`src/rtl/quasi_oam_dma_if.sv`:
```
// Core-side and system-bus-side signal bundle for the sprite DMA.
// slave is the controller's view; master is the environment's view.
interface quasi_oam_dma_if;
   logic        cpuRequestWrite;
   logic [15:0] cpuRqAddress;
   logic [7:0]  cpuDataOut;
   logic        cpuHalt;
   logic        busRequestWrite;
   logic [15:0] busRqAddress;
   logic [7:0]  busDataOut;
   logic [7:0]  busDataIn;
   logic        dmaActive;

   modport slave (
      input  cpuRequestWrite, cpuRqAddress, cpuDataOut, busDataIn,
      output cpuHalt, busRequestWrite, busRqAddress, busDataOut,
      output dmaActive
   );

   modport master (
      output cpuRequestWrite, cpuRqAddress, cpuDataOut, busDataIn,
      input  cpuHalt, busRequestWrite, busRqAddress, busDataOut,
      input  dmaActive
   );
endinterface

```
`src/rtl/quasi_oam_dma.sv`:
```
// Sprite OAM DMA: a write to DMA_REG copies page $XX00-$XXFF to OAM_PORT.
// QUASI_OAM_DMA_ALIGN_EN adds the parity-driven ALIGN cycle after HALT.
module quasi_oam_dma #(
   parameter logic [15:0] DMA_REG  = 16'h4014,
   parameter logic [15:0] OAM_PORT = 16'h2004
) (
   input  logic             clk,
   input  logic             reset,
   quasi_oam_dma_if.slave   io
);
   typedef enum logic [2:0] {
      IDLE  = 3'd0,
      HALT  = 3'd1,
      ALIGN = 3'd2,
      READ  = 3'd3,
      WRITE = 3'd4
   } state_e;

   state_e     state_q, state_d;
   logic [7:0] page_q, page_d;
   logic [7:0] index_q, index_d;
   logic       start;

`ifdef QUASI_OAM_DMA_ALIGN_EN
   logic parity_q, parity_d;

   assign parity_d = ~parity_q;

   always_ff @(posedge clk or posedge reset) begin
      if (reset) parity_q <= 1'b0;
      else       parity_q <= parity_d;
   end
`endif

   assign start = (state_q == IDLE) && io.cpuRequestWrite &&
                  (io.cpuRqAddress == DMA_REG);

   always_ff @(posedge clk or posedge reset) begin
      if (reset) begin
         state_q <= IDLE;
         page_q  <= 8'h00;
         index_q <= 8'h00;
      end else begin
         state_q <= state_d;
         page_q  <= page_d;
         index_q <= index_d;
      end
   end

   always_comb begin
      state_d = state_q;
      page_d  = page_q;
      index_d = index_q;
      unique case (state_q)
         IDLE: begin
            if (start) begin
               page_d  = io.cpuDataOut;
               index_d = 8'h00;
               state_d = HALT;
            end
         end
         HALT: begin
`ifdef QUASI_OAM_DMA_ALIGN_EN
            state_d = parity_q ? ALIGN : READ;
`else
            state_d = READ;
`endif
         end
`ifdef QUASI_OAM_DMA_ALIGN_EN
         ALIGN: state_d = READ;
`endif
         READ:  state_d = WRITE;
         WRITE: begin
            // Exit on the last index so index never wraps mid-transfer
            if (index_q == 8'hFF) begin
               state_d = IDLE;
            end else begin
               index_d = index_q + 8'd1;
               state_d = READ;
            end
         end
         default: state_d = IDLE;
      endcase
   end

   always_comb begin
      io.busRequestWrite = io.cpuRequestWrite;
      io.busRqAddress    = io.cpuRqAddress;
      io.busDataOut      = io.cpuDataOut;
      io.cpuHalt         = (state_q != IDLE);
      io.dmaActive       = (state_q != IDLE);
      unique case (state_q)
         HALT, ALIGN: begin
            io.busRequestWrite = 1'b0;
            io.busRqAddress    = {page_q, 8'h00};
            io.busDataOut      = 8'h00;
         end
         READ: begin
            io.busRequestWrite = 1'b0;
            io.busRqAddress    = {page_q, index_q};
            io.busDataOut      = 8'h00;
         end
         WRITE: begin
            io.busRequestWrite = 1'b1;
            io.busRqAddress    = OAM_PORT;
            io.busDataOut      = io.busDataIn;
         end
         default: ;
      endcase
   end
endmodule

```
`src/flat_wrapper.sv`:
```
// flat-port wrapper written by rule: the top's interface ports become plain ports
module quasi_oam_dma_flat 
#(
   parameter logic [15:0] DMA_REG  = 16'h4014,
   parameter logic [15:0] OAM_PORT = 16'h2004
)
  (clk, reset, io_cpuRequestWrite, io_cpuRqAddress, io_cpuDataOut, io_busDataIn, io_cpuHalt, io_busRequestWrite, io_busRqAddress, io_busDataOut, io_dmaActive);
  quasi_oam_dma_if io_i ();
  input  logic clk;
  input  logic reset;
  input wire logic [$bits(io_i.cpuRequestWrite)-1:0] io_cpuRequestWrite;
  input wire logic [$bits(io_i.cpuRqAddress)-1:0] io_cpuRqAddress;
  input wire logic [$bits(io_i.cpuDataOut)-1:0] io_cpuDataOut;
  input wire logic [$bits(io_i.busDataIn)-1:0] io_busDataIn;
  output wire logic [$bits(io_i.cpuHalt)-1:0] io_cpuHalt;
  output wire logic [$bits(io_i.busRequestWrite)-1:0] io_busRequestWrite;
  output wire logic [$bits(io_i.busRqAddress)-1:0] io_busRqAddress;
  output wire logic [$bits(io_i.busDataOut)-1:0] io_busDataOut;
  output wire logic [$bits(io_i.dmaActive)-1:0] io_dmaActive;
  assign io_i.cpuRequestWrite = io_cpuRequestWrite;
  assign io_i.cpuRqAddress = io_cpuRqAddress;
  assign io_i.cpuDataOut = io_cpuDataOut;
  assign io_i.busDataIn = io_busDataIn;
  assign io_cpuHalt = io_i.cpuHalt;
  assign io_busRequestWrite = io_i.busRequestWrite;
  assign io_busRqAddress = io_i.busRqAddress;
  assign io_busDataOut = io_i.busDataOut;
  assign io_dmaActive = io_i.dmaActive;
  quasi_oam_dma #(.DMA_REG(DMA_REG), .OAM_PORT(OAM_PORT)) u_core (.clk(clk), .reset(reset), .io(io_i));
endmodule
```
`config.mk`:
```
export PLATFORM = sky130hd
export DESIGN_NAME = quasi_oam_dma_flat
export DESIGN_NICKNAME = d
export VERILOG_FILES = /design/src/rtl/quasi_oam_dma_if.sv /design/src/rtl/quasi_oam_dma.sv /design/src/flat_wrapper.sv
export SDC_FILE = /design/constraint.sdc
export NUM_CORES = 1
export LEC_CHECK = 0
export CAP_MARGIN = 20
export CORE_ASPECT_RATIO = 2
export CORE_MARGIN = 2
export CORE_UTILIZATION = 33
export DETAILED_ROUTE_END_ITERATION = 10
export PLACE_DENSITY = 0.73
export SLEW_MARGIN = 20
export SYNTH_ARGS = -nofsm -noshare
export SYNTH_HDL_FRONTEND = slang
export SYNTH_SLANG_ARGS = --single-unit
```
`constraint.sdc`:
```
create_clock -name clk -period 5.35 [get_ports clk]
set_clock_uncertainty 0.1 [all_clocks]
set_input_delay 1.3375 -clock clk [delete_from_list [all_inputs] [get_ports clk]]
set_output_delay 1.3375 -clock clk [all_outputs]
set_load 0.02 [all_outputs]
```
Word level (Yosys, flattened, before mapping) --
Index checks and enable logic that the tools add are counted.
Storage, ports and cells: input port bits 35, output and inout bits 27, word-level logic and storage cells 30, bits in registers 19
Operators by class: eq/ne operators 8, $add $sub $neg 1, reduce and logical (&&, ||, !) cells 9, multiplexer cells 9
Operators by type and width (count):
- case mux 16 bit (3 select lines) | 1
- case mux 8 bit (2 select lines) | 2
- == test 16 x 15 -> 1 bit, second input constant | 1
- two-way mux 8 bit | 2
- case mux 3 bit (4 select lines) | 1
- adder 8 x 1 -> 8 bit, second input constant | 1
- == test 8 bit, second input constant | 1
- == test 3 x 2 -> 1 bit, second input constant | 2
- == test 3 x 1 -> 1 bit, second input constant | 1
- == test 3 bit, second input constant | 1
- zero test 3 bit | 1
- two-way mux 3 bit | 1
- AND reduction 3 bit | 1
- nonzero test 3 bit | 1
- OR reduction 3 bit | 1
- logical AND 1 bit | 2
- two-way mux 2 bit | 1
- inequality test 2 x 1 -> 1 bit, second input constant | 1
- inequality test 2 bit, second input constant | 1
- case mux 1 bit (2 select lines) | 1
- AND reduction 2 bit | 1
- nonzero test 2 bit | 1
- OR reduction 2 bit | 1

Longest topological paths before layout --
Gate-level depths: netlist (run 1).
depth in word-level cells 5, depth in mapped cells 6, depth with buffers taken out 5

Worst setup path after synthesis (run 1) --
No wires, ideal clock.
kind input port to output port, start input port io_busDataIn[3], end output port io_busDataOut[3], setup slack 2049 ps, arrival 1864 ps, buffers on the path 0, cell stages on the path 3, cells stage by stage mux2_2 -> nand2_1 -> o21ai_0
On the way: cells in the longest elaborated chain, start to end 1
RTL lines:
- start, declared | line flat_wrapper.sv:14 | input wire logic [$bits(io_i.busDataIn)-1:0] io_busDataIn;
- case mux 8 bit (2 select lines) | line quasi_oam_dma.sv:92 | unique case (state_q)
- end, declared | line flat_wrapper.sv:18 | output wire logic [$bits(io_i.busDataOut)-1:0] io_busDataOut;
No other way between the ends.

Worst setup path in the final report (run 1) --
start input port io_cpuRqAddress[1], end output port io_busRqAddress[1]
On the way: cells in the longest elaborated chain, start to end 1
RTL lines:
- start, declared | line flat_wrapper.sv:12 | input wire logic [$bits(io_i.cpuRqAddress)-1:0] io_cpuRqAddress;
- case mux 16 bit (3 select lines) | line quasi_oam_dma.sv:92
- end, declared | line flat_wrapper.sv:17 | output wire logic [$bits(io_i.busRqAddress)-1:0] io_busRqAddress;
No other way between the ends.

==> results of run 1 <==
==> power by group <==
group          switching, mW  total [mW]  internal [mW]
clock                 0.0466      0.0994         0.0529
combinational         0.0347      0.0815         0.0468
sequential         0.0000911       0.144          0.144
==> critical path, cell delays in order <==
cell and delay [ps]:
clkdlybuf4s50_1 470, a22o_1 260, a22o_1 250, clkdlybuf4s50_1 540
==> kinds of logic after synthesis <==
| kind of cell | after synthesis | synth area share (%) |
|---|---|---|
| AOI/OAI and AO/OA | 50 | 21.7 |
| xor gates and xnor gates | 1 | 0.568 |
| adders and majority gates | 2 | 1.46 |
| buffers and inverters | 17 | 5.68 |
| DFF | 19 | 30.8 |
| muxes | 22 | 17.2 |
| and+or+nand+nor | 67 | 22.6 |
==> synthesized netlist by cell type (all sizes together) (4+ instances only) <==
master / number
dfrtp: 19
nand2: 35
o21ai: 17
o22ai: 10
mux2: 15
nand3: 5
mux2i: 7
nor2: 8
a22o: 15
nand4: 4
buf: 13
==> registers in the layout, indices dropped and copies added (netlist names) <==
signal          flops
u_core.state_q      3
u_core.index_q      8
u_core.page_q       8
==> cell type report <==
class,instances,share of cell area (%)
Multi-Input combinational cell,142,44.4
Timing Repair Buffer,63,28.4
Sequential cell,19,21.6
Tap cell,55,3.12
Clock buffer,4,2.04
Inverter,3,0.510
==> worst max-delay path by stage <==
stage / start / endpoint / slack (ps) / cells past startpoint
3_5_place_dp: io_cpuRqAddress[1] / io_busRqAddress[1] / 1090 / 4
2_1_floorplan: io_busDataIn[3] / io_busDataOut[3] / 2050 / 3
6_report: io_cpuRqAddress[1] / io_busRqAddress[1] / 1070 / 4
4_1_cts: io_cpuRqAddress[1] / io_busRqAddress[1] / 1080 / 4
3_3_place_gp: io_cpuRqAddress[1] / io_busRqAddress[1] / 1070 / 4
5_1_grt: io_cpuRqAddress[10] / io_busRqAddress[10] / 1030 / 4
==> through the flow <==
| step | instances | power (mW) | utilization, % | setup WS (ps) | hold slack [ps] |
|---|---|---|---|---|---|
| floorplan | 178 | 0.176 | - | 2050 | 357 |
| global placement | 282 | 0.228 | 47.4 | 1070 | 373 |
| detailed placement | 282 | 0.229 | 47.4 | 1090 | 384 |
| CTS | 286 | 0.329 | 48.4 | 1080 | 401 |
| global route | 286 | 0.337 | 48.4 | 1030 | 431 |
| finish | 286 | 0.325 | 48.4 | 1070 | 403 |
==> per-layer routing <==
layer / vias to the layer above / track usage (%)
li1: 755 / -
met1: 704 / 17.4
met2: 48 / 31.6
met3: 6 / 1.93
met4: 0 / 4.14
met5: - / 0
==> layout by cell type (no fill, tap or decap), drive strengths merged <==
cell type,netlist,routed
o21ai,17,17
or2,1,1
clkbuf,1,4
nand2b,1,1
a211oi,1,1
ha,1,1
a21o,1,1
inv,3,3
a22o,15,15
o211a,1,1
or3,2,2
maj3,1,1
o21bai,1,1
nor4b,3,3
o211ai,1,1
clkdlybuf4s50,0,61
nand2,35,35
buf,13,2
nor2b,2,2
xor2,1,1
nand4,4,4
a21oi,3,3
nor3,2,2
nor2,8,8
nor4,1,1
dfrtp,19,19
mux2,15,15
and2,1,1
mux2i,7,7
nor3b,1,1
o22ai,10,10
nand3,5,5
and3,1,1
==> metrics.csv, run 1 <==
metric,value,unit
Rows,35,
Port Buffers,61,
top cell type's share of synthesized area,30.8,%
HP Class,reg2reg,
Post-synth ARST share,100,%
total number of vias,1513,
area delta synth->final,43.0,%
Final Setup Violations,0,
metal2 WL,2.31,mm
Routed met3 length,239,um
Worst-Skew Late Latency,250,ps
highest metal used,met4,
CTS tree,built,
DP HPWL,3.24,mm
status,finished clean,
Worst R2R Path Depth,5,
hold depth,1,
Fillers,462,
CTS buffer count,3,
Tmin final,4280,ps
critical path capture point type,output pin,
Required @ worst endpoint,3910,ps
predominant post-synthesis flop cell,dfrtp_1,
Multi-input gate area,980,um2
Crit Path Class,in2out,
nets,268,
Initial DRT Pass Iterations,5,
GR Overflow Total,0,
wire per inst,14.7,um
RR Endpoint,u_core.page_q[5],
unrepaired setup endpoints after global routing,false,
HP Start,u_core.page_q[7],
Worst R2R Setup Slack,2630,ps
antenna violations before repair,0,
Leakage,0.937,nW
DR vias/cell,5.29,
largest cells by area after synthesis,"dfrtp_1, a22o_1, nand2_1",
final hold vios,0,
post-CTS sizing,0,
sequential share of the synthesized area,30.8,%
M1 wire length,1.61,mm
DP Area,2160,um2
"Clk pin slew, worst setup/hold paths",70,ps
Crit Path Max Fanout,3,
Die X,52.3,um
Max Clk Rate,233,MHz
Seq cells post-synth,19,
Tot GR Track Use,16.2,%
"EDFF count, synth",0,
"Slew Viols, Final",0,
final WL,4.20,mm
register area,475,um2
Max transition margin,43.7,%
post-route design area,2210,um2
synthesized cell area,1540,um2
CTS Buffer Depth,2,
Tcrit/Tclk final,80.1,%
largest area contributor in the netlist,dfrtp_1,
Avg Inst Size Synth,8.67,um2
diodes inserted,0,
first-pass GRT wire length,6.58,mm
CP startpoint kind,input port,
# clock sinks,19,
pwr dens,147,nW/um2
yosys warns,0,
share of layout cells above drive strength 1,9.52,%
ANT nets after route,0,
DR DRC count,0,
cell count after synthesis,178,
Setup Buffers After CTS,0,
largest net degree at the start of global routing,42,
full die area,5270,um2
hold buffers post-CTS,0,
worst slew pin tran,843,ps
starting density of the core,33.9,%
RD Place Congestion,0.821,
Worst Hold End,u_core.page_q[7],
post-synth cell types,43,
r2r startpoint,u_core.state_q[0],
H-tree levels,1,
Synth Net Count,214,
DR iter-0 viols,49,
core footprint,4550,um2
Max IR drop VDD,0.0964,mV
Critical Path AT,2850,ps
max_cap viols,0,
Setup TNS,0,ps
I/O pins,62,
root buffer cell,clkbuf_8,
vias in the first global route,1444,
die height,101,um
(Power assumes the default switching activity.)
==> inputs of run 2 (changes only) <==
--- a/config.mk
+++ b/config.mk
@@ -10,7 +10,7 @@
 export CORE_MARGIN = 2
 export CORE_UTILIZATION = 33
 export DETAILED_ROUTE_END_ITERATION = 10
-export PLACE_DENSITY = 0.73
+export PLACE_DENSITY = 0.75
 export SLEW_MARGIN = 20
 export SYNTH_ARGS = -nofsm -noshare
 export SYNTH_HDL_FRONTEND = slang
==> constraint.sdc (replaced) <==
create_clock -name clk -period 3.5 [get_ports clk]
set_clock_uncertainty 0.1 [all_clocks]
set_input_delay 0.875 -clock clk [delete_from_list [all_inputs] [get_ports clk]]
set_output_delay 0.875 -clock clk [all_outputs]
set_load 0.02 [all_outputs]
==> run 2 against run 1 <==
Wire length is 2.0% higher. Utilization is 0.77 points higher. Global-route usage is 0.59 points higher. Register-to-register slack worse by 1500 ps. Worst setup slack worse by 880 ps. Clock-buffer cell count stayed put. Clock power is 52% higher. Sequential share of layout area is 0.34 points lower.
==> metrics.csv, run 2 (synthesized netlist as in run 1, its figures left out) <==
metric,value,unit
status,finished clean,
GR Overflow Total,0,
total power,0.496,mW
Tcrit/Tclk final,94.8,%
I/O pins,62,
hold buffers post-CTS,0,
Max transition margin,50.8,%
worst slew pin tran,737,ps
Crit Path Class,in2out,
first-pass GRT wire length,6.76,mm
CTS tree,built,
Required @ worst endpoint,2520,ps
antenna violations before repair,0,
Port Buffers,61,
post-route design area,2240,um2
most frequent cells in the layout,"clkdlybuf4s50_1, nand2_1, dfrtp_1, a22o_1, o22ai_1",
final hold vios,0,
Initial DRT Pass Iterations,4,
Critical Path AT,2340,ps
Logic pwr share,25.2,%
HP Class,reg2reg,
diodes inserted,0,
critical path capture point type,output pin,
Setup TNS,0,ps
root buffer cell,clkbuf_8,
Net Sw Frac,24.9,%
worst setup margin,183,ps
Rows,35,
DR vias/cell,5.33,
CTS Buffer Depth,2,
pre-CTS WS,184,ps
"Clk pin slew, worst setup/hold paths",70,ps
hold depth,1,
share of layout cells above drive strength 1,10.7,%
nets,271,
full die area,5270,um2
slowest CP cell,clkdlybuf4s50_1,
"Slew Viols, Final",0,
Regs by FF count,"u_core.index_q (8), u_core.page_q (8), u_core.state_q (3)",
Worst-Skew Late Latency,250,ps
Crit Path Max Fanout,3,
Setup Buffers After CTS,0,
power share of the clock group,30.5,%
Max Clk Rate,301,MHz
Final Setup Violations,0,
CP startpoint kind,input port,
Tot GR Track Use,16.8,%
# clock sinks,19,
H-tree levels,1,
HP Start,u_core.page_q[7],
Max IR drop VDD,0.140,mV
starting density of the core,33.9,%
Power Internal,0.372,mW
CP startpoint,io_cpuRqAddress[1],
core footprint,4550,um2
wire per inst,14.8,um
DP HPWL,3.31,mm
Die X,52.3,um
max_cap viols,0,
NetSw,0.123,mW
final WL,4.28,mm
die height,101,um
Tmin final,3320,ps
Flop pwr share,44.3,%
ANT nets after route,0,
area delta synth->final,45.3,%
unrepaired setup endpoints after global routing,false,
Leakage,0.959,nW
"most common cell after layout, fill and taps aside",clkdlybuf4s50_1,
DP Area,2200,um2
worst-path cell chain,"clkdlybuf4s50_1, a22o_1, a22o_1, clkdlybuf4s50_1",
DR iter-0 viols,26,
vias in the first global route,1446,
largest net degree at the start of global routing,38,
pwr dens,221,nW/um2
total number of vias,1539,
Worst R2R Path Depth,6,
post-CTS sizing,0,
DR DRC count,0,
CTS buffer count,3,
RD Place Congestion,0.851,
CP peak stage delay,530,ps
r2r startpoint,u_core.state_q[2],
[run 2: cell types whose count changed in the layout (fill, tap and decap cells not counted), sizes merged]
cell	change
buf	+3
[run 2: power groups by stage]
stage          combinational (mW)  clock (mW)  sequential, mW
2_1_floorplan              0.0455           0           0.224
3_5_place_dp                0.126           0           0.224
4_1_cts                     0.126       0.156           0.220
5_1_grt                     0.133       0.161           0.220
3_3_place_gp                0.125           0           0.224
6_report                    0.125       0.151           0.220
[run 2: layer usage]
metal | global-route usage (%) | up-vias | share of wire (%)
met2 | 32.6 | 61 | 54
met1 | 17.8 | 708 | 37
met4 | 4.14 | 0 | 1.1
met5 | 0 | - | 0
li1 | - | 763 | -
met3 | 2.67 | 7 | 7.5
[run 2: metrics by stage]
stage                     hold WS (ps)  cells  utilization, %
after CTS                          408    289            49.2
after detailed placement           387    285            48.2
after floorplan                    357    178               -
final                              403    289            49.2
after global routing               422    289            49.2
after global placement             375    285            48.2
[run 2: critical path, delay by kind of cell]
family	cells	cell delay, ps
buf+inv	2	990
compound gates	2	480
[run 2: worst paths after layout]
check                                     endpoint  slack [ps]
worst max-delay path            io_busRqAddress[1]         180
worst min-delay path              u_core.page_q[7]         400
worst max register to register    u_core.page_q[5]        1100
worst min register to register    u_core.page_q[7]         400
max in group asynchronous        u_core.index_q[5]        1890
min in group asynchronous        u_core.index_q[7]         940
[run 2: final cells by class]
type,count,area (um2)
fillers,445,2310
multi-input cells,142,980
repair buffers,66,661
flip-flops and latches,19,475
well taps,55,68.8
clock buffers,4,45.0
inverters,3,11.3
